--- config.mk ---
export PLATFORM = sky130hd
export DESIGN_NAME = calib_sequencer_flat
export DESIGN_NICKNAME = d
export VERILOG_FILES = /design/src/rtl/rect_pkg.sv /design/src/rtl/calib_sequencer_if.sv /design/src/rtl/corner_order_check.sv /design/src/rtl/calib_sequencer.sv /design/src/flat_wrapper.sv
export SDC_FILE = /design/constraint.sdc
export NUM_CORES = 1
export LEC_CHECK = 0
export CAP_MARGIN = 20
export CORE_MARGIN = 2
export CORE_UTILIZATION = 53
export DETAILED_ROUTE_END_ITERATION = 6
export PLACE_DENSITY = 0.8
export SYNTH_ARGS = -nofsm -noshare
export SYNTH_HDL_FRONTEND = slang
export SYNTH_HIERARCHICAL = 1
export SYNTH_SLANG_ARGS = --single-unit
--- constraint.sdc ---
create_clock -name clk -period 3.2 [get_ports clk]
set_input_delay 0.48 -clock clk [delete_from_list [all_inputs] [get_ports clk]]
set_output_delay 0.48 -clock clk [all_outputs]
set_load 0.03 [all_outputs]
--- src/rtl/rect_pkg.sv ---
// Shared definitions for the Rectilinearizer corner path.
// Holds the calibration FSM state encodings, the 80-bit corner-set packing
// and the default frame dimensions that set the legal corner ranges.
package rect_pkg;

  typedef enum logic [2:0] {
    ST_IDLE   = 3'd0,
    ST_ARM    = 3'd1,
    ST_DETECT = 3'd2,
    ST_CHECK  = 3'd3,
    ST_LOAD   = 3'd4,
    ST_FAIL   = 3'd5
  } calib_state_t;

  // Corner packing: {c1x,c1y,c2x,c2y,c3x,c3y,c4x,c4y}, c1x in the MSBs.
  // Corner order is 1=TL, 2=TR, 3=BR, 4=BL.
  localparam int CORNER_W     = 10;
  localparam int NUM_CORNERS  = 4;
  localparam int CORNER_SET_W = 2 * NUM_CORNERS * CORNER_W;

  localparam int C1X_LSB = 70;
  localparam int C1Y_LSB = 60;
  localparam int C2X_LSB = 50;
  localparam int C2Y_LSB = 40;
  localparam int C3X_LSB = 30;
  localparam int C3Y_LSB = 20;
  localparam int C4X_LSB = 10;
  localparam int C4Y_LSB = 0;

  localparam int FRAME_W       = 640;
  localparam int FRAME_H       = 480;
  localparam int DEFAULT_X_MAX = FRAME_W - 1;
  localparam int DEFAULT_Y_MAX = FRAME_H - 1;

  typedef logic [CORNER_W-1:0]     coord_t;
  typedef logic [CORNER_SET_W-1:0] corner_set_t;

  // Field order matches the packing above, so a cast from corner_set_t
  // lands every coordinate in the right member.
  typedef struct packed {
    coord_t c1x;
    coord_t c1y;
    coord_t c2x;
    coord_t c2y;
    coord_t c3x;
    coord_t c3y;
    coord_t c4x;
    coord_t c4y;
  } corner_set_s;

endpackage

--- src/rtl/calib_sequencer_if.sv ---
// Corner-calibration bus: the detector start/done handshake plus the
// corner-adjustment load path (auto_corners / set_corners).
//   master : the sequencer (drives detect_start, auto_corners, set_corners)
//   slave  : detector / corner-adjustment side (drives detect_done, detect_corners)
interface calib_sequencer_if;
  import rect_pkg::*;

  logic        detect_start;
  logic        detect_done;
  corner_set_t detect_corners;
  corner_set_t auto_corners;
  logic        set_corners;

  modport master (
    output detect_start, auto_corners, set_corners,
    input  detect_done, detect_corners
  );

  modport slave (
    input  detect_start, auto_corners, set_corners,
    output detect_done, detect_corners
  );

endinterface

--- src/rtl/corner_order_check.sv ---
// Combinational validity check for a packed corner set.
//   corners : 80-bit {c1x,c1y,c2x,c2y,c3x,c3y,c4x,c4y}
//   x_max   : largest legal x coordinate
//   y_max   : largest legal y coordinate
//   valid   : every coordinate in range and the quad is ordered TL/TR/BR/BL
module corner_order_check
  import rect_pkg::*;
(
  input  corner_set_t corners,
  input  coord_t      x_max,
  input  coord_t      y_max,
  output logic        valid
);

  corner_set_s c;
  logic        in_range;
  logic        ordered;

  assign c = corner_set_s'(corners);

  assign in_range = (c.c1x <= x_max) && (c.c2x <= x_max) &&
                    (c.c3x <= x_max) && (c.c4x <= x_max) &&
                    (c.c1y <= y_max) && (c.c2y <= y_max) &&
                    (c.c3y <= y_max) && (c.c4y <= y_max);

  // Left corners sit left of their right partners; top corners sit above
  // their bottom partners.
  assign ordered = (c.c1x < c.c2x) && (c.c4x < c.c3x) &&
                   (c.c1y < c.c4y) && (c.c2y < c.c3y);

  assign valid = in_range && ordered;

endmodule

--- src/rtl/calib_sequencer.sv ---
// Frame-synchronous corner calibration controller.
// On a start edge it waits for a field edge, launches the corner detector,
// bounds the wait by a frame count, validates the returned set and presents
// it on auto_corners with set_corners held across exactly one field edge.
//   clk, reset   : system clock, synchronous active-high reset
//   field        : frame-sync level, rising edge marks a frame
//   start_button : debounced level, rising edge requests calibration
//   bus          : detector handshake and corner-load outputs (master side)
//   busy         : high whenever the FSM is not idle
//   error        : latched failure, cleared by the next accepted start
//   state_dbg    : current state encoding
module calib_sequencer
  import rect_pkg::*;
#(
  parameter int TIMEOUT_FRAMES = 120,
  parameter int X_MAX          = DEFAULT_X_MAX,
  parameter int Y_MAX          = DEFAULT_Y_MAX
) (
  input  logic                     clk,
  input  logic                     reset,
  input  logic                     field,
  input  logic                     start_button,
  calib_sequencer_if.master        bus,
  output logic                     busy,
  output logic                     error,
  output logic [2:0]               state_dbg
);

  calib_state_t state;
  calib_state_t next_state;

  logic        field_q, field_qq;
  logic        start_q, start_qq;
  logic        field_edge;
  logic        start_edge;
  logic        timeout_hit;
  logic        set_valid;
  logic [7:0]  frame_cnt;
  logic        load_hold;
  logic        error_q;
  corner_set_t capture_q;
  corner_set_t auto_q;
  logic        detect_start_c;
  logic        set_corners_c;

  // Input edge detection on registered copies, so an edge is seen one
  // cycle after the input rises.
  // NOTE: non-blocking assignments make each stage sample the previous
  // stage's pre-edge value; blocking would merge the two stages.
  always_ff @(posedge clk) begin
    if (reset) begin
      field_q  <= 1'b0;
      field_qq <= 1'b0;
      start_q  <= 1'b0;
      start_qq <= 1'b0;
    end else begin
      field_q  <= field;
      field_qq <= field_q;
      start_q  <= start_button;
      start_qq <= start_q;
    end
  end

  assign field_edge = field_q & ~field_qq;
  assign start_edge = start_q & ~start_qq;

  // True when the current field edge is the TIMEOUT_FRAMES-th one in DETECT.
  assign timeout_hit = field_edge &&
                       (({1'b0, frame_cnt} + 9'd1) >= 9'(TIMEOUT_FRAMES));

  corner_order_check u_check (
    .corners (capture_q),
    .x_max   (coord_t'(X_MAX)),
    .y_max   (coord_t'(Y_MAX)),
    .valid   (set_valid)
  );

  // State register.
  always_ff @(posedge clk) begin
    if (reset) begin
      state <= ST_IDLE;
    end else begin
      state <= next_state;
    end
  end

  // Next-state logic.
  // NOTE: next_state gets its default before the case so every path
  // assigns it and no latch is inferred.
  always_comb begin
    next_state = state;
    unique case (state)
      ST_IDLE:   if (start_edge) next_state = ST_ARM;
      ST_ARM:    if (field_edge) next_state = ST_DETECT;
      ST_DETECT: begin
        // A done in the same cycle as the timeout edge takes priority.
        if (bus.detect_done)  next_state = ST_CHECK;
        else if (timeout_hit) next_state = ST_FAIL;
      end
      ST_CHECK:  next_state = set_valid ? ST_LOAD : ST_FAIL;
      ST_LOAD:   if (load_hold) next_state = ST_IDLE;
      ST_FAIL:   next_state = ST_IDLE;
      default:   next_state = ST_IDLE;
    endcase
  end

  // Datapath: frame counter, capture, output corners, load hold, error.
  // NOTE: the capture and output corner registers are reset as well, so
  // auto_corners reads 0 after reset rather than a stale set.
  always_ff @(posedge clk) begin
    if (reset) begin
      frame_cnt <= '0;
      capture_q <= '0;
      auto_q    <= '0;
      load_hold <= 1'b0;
      error_q   <= 1'b0;
    end else begin
      unique case (state)
        ST_IDLE: begin
          if (start_edge) error_q <= 1'b0;
        end
        ST_ARM: begin
          if (field_edge) frame_cnt <= '0;
        end
        ST_DETECT: begin
          if (bus.detect_done) begin
            capture_q <= bus.detect_corners;
          end else if (timeout_hit) begin
            error_q <= 1'b1;
          end
          // Saturating count; only the timeout compare reads it.
          if (field_edge && (frame_cnt != 8'hFF)) frame_cnt <= frame_cnt + 8'd1;
        end
        ST_CHECK: begin
          if (set_valid) auto_q  <= capture_q;
          else           error_q <= 1'b1;
        end
        ST_LOAD: begin
          // Hold set_corners for the edge cycle plus one more.
          if (load_hold)       load_hold <= 1'b0;
          else if (field_edge) load_hold <= 1'b1;
        end
        default: begin
        end
      endcase
    end
  end

  // Output logic. detect_start is masked by reset so an abort in the
  // launching cycle never fires the detector.
  always_comb begin
    detect_start_c = 1'b0;
    set_corners_c  = 1'b0;
    busy           = 1'b0;
    detect_start_c = (state == ST_ARM) && field_edge && !reset;
    set_corners_c  = (state == ST_LOAD);
    busy           = (state != ST_IDLE);
  end

  assign bus.detect_start = detect_start_c;
  assign bus.set_corners  = set_corners_c;
  assign bus.auto_corners = auto_q;
  assign error            = error_q;
  assign state_dbg        = state;

endmodule

--- src/flat_wrapper.sv ---
// flat-port wrapper written by rule: the top's interface ports become plain ports
module calib_sequencer_flat import rect_pkg::*;
#(
  parameter int TIMEOUT_FRAMES = 120,
  parameter int X_MAX          = DEFAULT_X_MAX,
  parameter int Y_MAX          = DEFAULT_Y_MAX
)
  (clk, reset, field, start_button, busy, error, state_dbg, bus_detect_start, bus_auto_corners, bus_set_corners, bus_detect_done, bus_detect_corners);
  calib_sequencer_if bus_i ();
  input  logic clk;
  input  logic reset;
  input  logic field;
  input  logic start_button;
  output logic busy;
  output logic error;
  output logic [2:0] state_dbg;
  output wire logic [$bits(bus_i.detect_start)-1:0] bus_detect_start;
  output wire logic [$bits(bus_i.auto_corners)-1:0] bus_auto_corners;
  output wire logic [$bits(bus_i.set_corners)-1:0] bus_set_corners;
  input wire logic [$bits(bus_i.detect_done)-1:0] bus_detect_done;
  input wire logic [$bits(bus_i.detect_corners)-1:0] bus_detect_corners;
  assign bus_detect_start = bus_i.detect_start;
  assign bus_auto_corners = bus_i.auto_corners;
  assign bus_set_corners = bus_i.set_corners;
  assign bus_i.detect_done = bus_detect_done;
  assign bus_i.detect_corners = bus_detect_corners;
  calib_sequencer #(.TIMEOUT_FRAMES(TIMEOUT_FRAMES), .X_MAX(X_MAX), .Y_MAX(Y_MAX)) u_core (.clk(clk), .reset(reset), .field(field), .start_button(start_button), .bus(bus_i), .busy(busy), .error(error), .state_dbg(state_dbg));
endmodule
After elaboration in Yosys (flattened, before gate mapping)
Cells that the tools add are included.
{ "classes": {"eq_ne": 13, "reduce_logical": 25, "bitwise_logic": 4, "addsub": 2, "n_lt_le_gt_ge": 13, "muxes": 17} }
{ "op_table": {"columns": ["cell", "n"], "rows": [
  ["10-bit <= comparator (second input constant)", 4],
  ["10-bit by 9-bit <= comparator with 1-bit output (second input constant)", 4],
  ["10-bit less-than comparator", 4],
  ["8-bit two-way mux", 2],
  ["8-bit one-hot mux with 2 select lines", 1],
  ["1-bit logical AND", 15],
  ["3-bit two-way mux", 5],
  ["3-bit one-hot mux with 5 select lines", 1],
  ["2-bit by 1-bit != test with 1-bit output (second input constant)", 5],
  ["8-bit by 1-bit adder with 9-bit output (second input constant)", 1],
  ["9-bit by 7-bit greater-or-equal comparator with 1-bit output (second input constant)", 1],
  ["8-bit by 1-bit adder with 8-bit output (second input constant)", 1],
  ["8-bit != test (second input constant)", 1],
  ["1-bit two-way mux", 7],
  ["3-bit by 2-bit equality test with 1-bit output (second input constant)", 2],
  ["3-bit nonzero test", 2],
  ["5-bit AND reduction", 1],
  ["2-bit != test (second input constant)", 2],
  ["2-bit AND reduction", 2],
  ["4-bit AND reduction", 1],
  ["3-bit by 1-bit equality test with 1-bit output (second input constant)", 1],
  ["3-bit equality test (second input constant)", 1],
  ["3-bit zero test", 1],
  ["3-bit by 2-bit != test with 1-bit output (second input constant)", 1],
  ["6 further kinds", 8]
]} }
{ "word_totals": {"elab_cells": 84, "out_inout_bits": 87, "register_bits": 177, "inputBits": 85} }

Longest topological paths before layout
{ "logic_depth": {"ltp_word": 11, "ltp_mapped": 13, "depth_no_buf": 13} }

Hierarchy
The synthesis kept the hierarchy.
{ "by_module_without_submodules": {"columns": ["module", "area_each_um2", "instances", "cells_each", "seq_area_each_um2"], "rows": [
  ["calib_sequencer", 6437.4, 1, 810, 3543.4],
  ["corner_order_check", 2725.1, 1, 347, 0.0]
]} }

Worst setup path before layout
OpenSTA, ideal clock, no wires.
{ "synth_timing": {"kind": "reg2reg", "start": "reg u_core.capture_q[4]", "end": "reg u_core.auto_q[0] (netlist: u_core/bus.auto_corners[0])", "t_required_ns": 3.068, "setup_ns": 0.132, "setup_slack_ns": 0.443, "path_stages_with_launch": 13, "t_arrival_ns": 2.625, "period_less_slack_ns": 2.757, "n_path_buf": 1, "cell_sequence": "dfxtp_1 inv_1 ha_1 a21o_1 a2111oi_0 o21ai_0 a221oi_1 o2111ai_1 nor4_2 nand3_1 clkbuf_1 nand2_1 a21oi_1"} }
{ "synth_via": {"elab_chain_len": 5, "word_cells_on_any_way": 7, "classes_between": "order compare: 2; reduce/logical: 5"} }
{ "synth_rtl": {"columns": ["element", "line_no", "rtl"], "rows": [
  ["start: declaration", "calib_sequencer.sv:41", "corner_set_t capture_q;"],
  ["start signal: assignment", "calib_sequencer.sv:127", "capture_q <= bus.detect_corners;"],
  ["10-bit less-than comparator", "corner_order_check.sv:29", "(c.c1y < c.c4y) && (c.c2y < c.c3y);"],
  ["1-bit logical AND", "corner_order_check.sv:28", "assign ordered = (c.c1x < c.c2x) && (c.c4x < c.c3x) &&"],
  ["1-bit logical AND", "corner_order_check.sv:29", null],
  ["1-bit logical AND (*)", "corner_order_check.sv:31", "assign valid = in_range && ordered;"],
  ["via u_core.set_valid", "calib_sequencer.sv:37", "logic set_valid;"],
  ["2-bit AND reduction (no source line) (*)", null, null],
  ["end signal: assignment", "calib_sequencer.sv:135", "if (set_valid) auto_q <= capture_q;"],
  ["end: declaration", "calib_sequencer.sv:42", "corner_set_t auto_q;"]
]} }
The timed path passes the listed nets; every way through them passes the cells marked *.
A chain may end at the register's enable or synchronous reset.

Worst setup path in the final report
{ "layout_timing": {"start": "reg u_core.capture_q[4]", "end": "reg u_core.auto_q[50] (netlist: u_core/bus.auto_corners[50])"} }
Same word-level chain as after synthesis.

==> run_results.csv <==
group,metric,value,unit
worst_setup_path,max_stage_delay,370,ps
power_and_ir_drop,cellInternalPower,3.690,mW
detailed_routing,detailroute.via_count,8608,
cells_and_area,layout.nets,1530,
global_routing,grt_use_total,26.90,%
logic_synthesis,yosys_warnings,6,
timing,slew_viol_final,0,
worst_setup_path,crit_type,"reg2reg",
placed_design,dpl_worst_slack,37.56,ps
timing,tightest_slew,929.6,ps
cts,clk_pin_slew,70,ps
hold_path,hold_path_class,"reg2reg",
detailed_routing,wire_per_inst,15.75,µm
logic_synthesis,ys_seq_area_share,38.67,%
logic_synthesis,syn_area,9163,µm²
timing,hold_viol,0,
logic_synthesis,synth.avg_cell_area,7.919,µm²
worst_setup_path,cp_top_family,"compound AO/OA/AOI/OAI gates",
cells_and_area,drive_gt1_share,4.111,%
die,dieArea,18360,µm²
worst_setup_path,required,3550,ps
die,start_util,53.53,%
power_and_ir_drop,vdd_drop_max,0.3680,mV
detailed_routing,viasPerCell,5.507,
worst_setup_path,reg2reg_setup_slack,170,ps
cells_and_area,multi_input_area,5166,µm²
cts,numCtsBuffers,17,
placed_design,io_buffers,171,
worst_setup_path,crit_chain,"inv_1 -> ha_1 -> a21o_1 -> a2111oi_2 -> o21ai_1 -> a221oi_2 -> o2111ai_1 -> nor4_2 -> and3_4 -> buf_12 -> nand2_1 -> a21oi_1",
logic_synthesis,synth_cells,1157,
worst_setup_path,critical_path_buf_inv_count,2,
cells_and_area,fill_cells,1437,
timing,fin_ws,169.6,ps
power_and_ir_drop,p_comb_share,8.1,%
cts,post-cts-setup-buffers,0,
power_and_ir_drop,p_leak,4.611,nW
worst_setup_path,slowest_stage,"nor4_2",
detailed_routing,first_iter_violations,646,
logic_synthesis,async_flop_share,0,%
timing,fmax,0.3300,GHz
timing,skew,16.09,ps
timing,rsz0062_at_grt,"no",
cts,cts-root-buf,"clkbuf_16",
flow_run,maxCapViolations,0,
timing,layout_min_cycle_time,3030,ps
placed_design,gp_congestion,0.9306,
global_routing,grt_overflow,0,
worst_setup_path,cp-start-kind,"flip-flop",
detailed_routing,wl,24610,µm
cts,cts_tree,"built",
cts,worstSkewPairLatency,440,ps
worst_setup_path,end_kind,"flip-flop",
power_and_ir_drop,p_switching,1.077,mW
global_routing,grt_pass1_vias,7998,
global_routing,antenna_found_initial,0,
placed_design,hpwl,17610,µm
die,die_x,135.5,µm
power_and_ir_drop,seqPwrFrac,47.0,%
cts,clock_sinks,177,
cells_and_area,syn_to_final_growth,28.05,%
power_and_ir_drop,power.density,406.3,nW/µm²
power_and_ir_drop,power_frac_clock,44.9,%
die,ios,172,
logic_synthesis,synth.distinct_cells,54,
run_status,status,"finished clean",
die,die_h,135.5,µm
cells_and_area,antenna_cells,0,
timing,setup_viol,0,
worst_setup_path,worst-path-max-fanout,40,
detailed_routing,drc,0,
cells_and_area,regArea,3543,µm²
detailed_routing,detail-route-antenna-nets,0,
logic_synthesis,ys_ff_latch,177,
timing,relSlewSlack,38.03,%
die,fp.coreArea,17120,µm²
logic_synthesis,synth-edff-count,0,
cts,cts_max_level,4,
global_routing,grt_pass1_wl,38770,µm
die,rows,48,
cts,clock_path_buffers,2,
timing,finalCritPeriodShare,94.70,%
global_routing,grt_max_degree,91,
power_and_ir_drop,swShare,22.59,%
logic_synthesis,synth_top_flop_cell,"dfxtp_1",
timing,tns,0,ps
detailed_routing,firstDrtPassIters,5,
worst_setup_path,worst_ep_arrival_time,3380,ps
worst paths after layout:
path | from | to | cells past startpoint
setup / recovery | u_core/capture_q[4] | u_core/bus.auto_corners[50] | 12
hold / removal | u_core/bus.auto_corners[43] | u_core/bus.auto_corners[43] | 2
setup reg to reg | u_core/capture_q[4] | u_core/bus.auto_corners[50] | 12
hold reg to reg | u_core/bus.auto_corners[43] | u_core/bus.auto_corners[43] | 2
through the flow:
step	cell area (µm²)	power (mW)	std cells	hold slack [ps]	util [%]
after floorplan	9253	2.483	1181	439.2	-
after global placement	11110	2.640	1533	441.4	64.88
after detailed placement	11110	2.648	1533	445.5	64.88
after CTS	11710	4.766	1563	454.0	68.43
after global routing	11730	4.919	1563	465.0	68.55
final	11730	4.767	1563	453.3	68.55
Yosys cell counts (2+ instances only):
library cell	count	area [µm²]
and4_1	6	52.55
nor2_1	16	60.06
a221o_1	2	20.02
a2111oi_0	2	17.52
inv_1	74	277.8
ha_1	118	1476
o21a_1	6	45.04
nor2b_1	10	62.56
a211oi_1	7	52.55
o41ai_1	2	17.52
mux2i_1	3	30.03
nand2b_1	8	50.05
a21o_1	20	150.1
nand3_1	15	75.07
nand2_1	340	1276
a21oi_1	198	991.0
buf_2	13	65.06
nor3_1	5	25.02
o21ai_0	20	100.1
and3_1	5	31.28
dfxtp_1	177	3543
conb_1	2	7.510
o31ai_1	4	30.03
and2_1	3	18.77
o211ai_1	8	60.06
a22oi_1	2	15.01
nand4_1	16	100.1
o2111ai_1	6	52.55
clkbuf_1	35	131.4
or3_1	3	18.77
buf_6	8	90.09
cell families after synthesis:
group | count (synthesis) | synth area share, %
multiplexers | 4 | 0.4506
AO/OA/AOI/OAI | 290 | 18.22
buffers and inverters | 132 | 6.282
other | 2 | 0.08196
flip-flops | 177 | 38.67
adder cells (fa/ha/maj) | 118 | 16.11
AND/OR/NAND/NOR | 434 | 20.18
worst register-to-register path: stages, from the launching register on:
cell and delay, ps:
dfxtp_1 330, inv_1 50, ha_1 310, a21o_1 200
a2111oi_2 280, o21ai_1 170, a221oi_2 290, o2111ai_1 160
nor4_2 370, and3_4 300, buf_12 210, nand2_1 120
a21oi_1 140
cell usage in the layout (no fill, tap or decap), types with 2 or more instances in the layout:
| cell type | n |
|---|---|
| nor2b_1 | 10 |
| nand2_1 | 339 |
| o21ai_0 | 18 |
| clkbuf_1 | 2 |
| conb_1 | 26 |
| mux2i_1 | 3 |
| and4_1 | 6 |
| nand2b_1 | 7 |
| dfxtp_1 | 177 |
| bufinv_16 | 3 |
| o21ai_1 | 2 |
| o41ai_1 | 2 |
| nand4_1 | 16 |
| a22oi_1 | 2 |
| o21a_1 | 6 |
| or3_1 | 3 |
| and2_1 | 3 |
| a21oi_1 | 198 |
| a21o_1 | 20 |
| o31ai_1 | 4 |
| clkdlybuf4s50_1 | 170 |
| inv_1 | 74 |
| and3_1 | 4 |
| o2111ai_1 | 6 |
| buf_4 | 10 |
| ha_1 | 118 |
| o211ai_1 | 8 |
| nor3_1 | 5 |
| buf_12 | 4 |
| clkinv_4 | 2 |
| a221o_1 | 2 |
| nor2_1 | 16 |
| nand3_1 | 14 |
| clkbuf_8 | 3 |
| clkbuf_16 | 17 |
| a211oi_1 | 7 |
power by group through the flow:
| stage | clock [mW] | sequential (mW) | combinational [mW] |
|---|---|---|---|
| final | 2.14 | 2.24 | 0.386 |
| after global routing | 2.26 | 2.24 | 0.420 |
| after CTS | 2.16 | 2.24 | 0.362 |
| after detailed placement | 0 | 2.29 | 0.357 |
| after global placement | 0 | 2.29 | 0.350 |
| after floorplan | 0 | 2.28 | 0.201 |
registers in the layout, summed over array words and instances, names as in the netlist:
| name | flops |
|---|---|
| u_core/field_qq | 1 |
| u_core/frame_cnt | 8 |
| u_core/start_q | 1 |
| u_core/start_qq | 1 |
| u_core/bus.auto_corners | 80 |
| u_core/field_q | 1 |
| u_core/error | 1 |
| u_core/state_dbg | 3 |
| u_core/capture_q | 80 |
| u_core/load_hold | 1 |
cell type report:
cell class,count,share of cell area [%]
clock buffer,22,4.042
inverter,75,2.399
tap,225,2.399
clock inverter,8,1.098
multi-input combinational,872,44.03
sequential,177,30.20
timing repair buffer,184,15.83
what timing repair did:
action,CTS,global route
pin swaps,1,4
endpoints found under the setup margin,2,78
resized for setup,1,6
hold buffers,0,0
layer usage:
metal	vias up	track usage, %	routed length (µm)
met2	321	45.46	11950
met4	0	10.88	744
met5	-	0	0
li1	4250	-	-
met3	52	5.312	1642
met1	3985	33.76	10280
No activity file was read; power rests on OpenSTA's default activity.
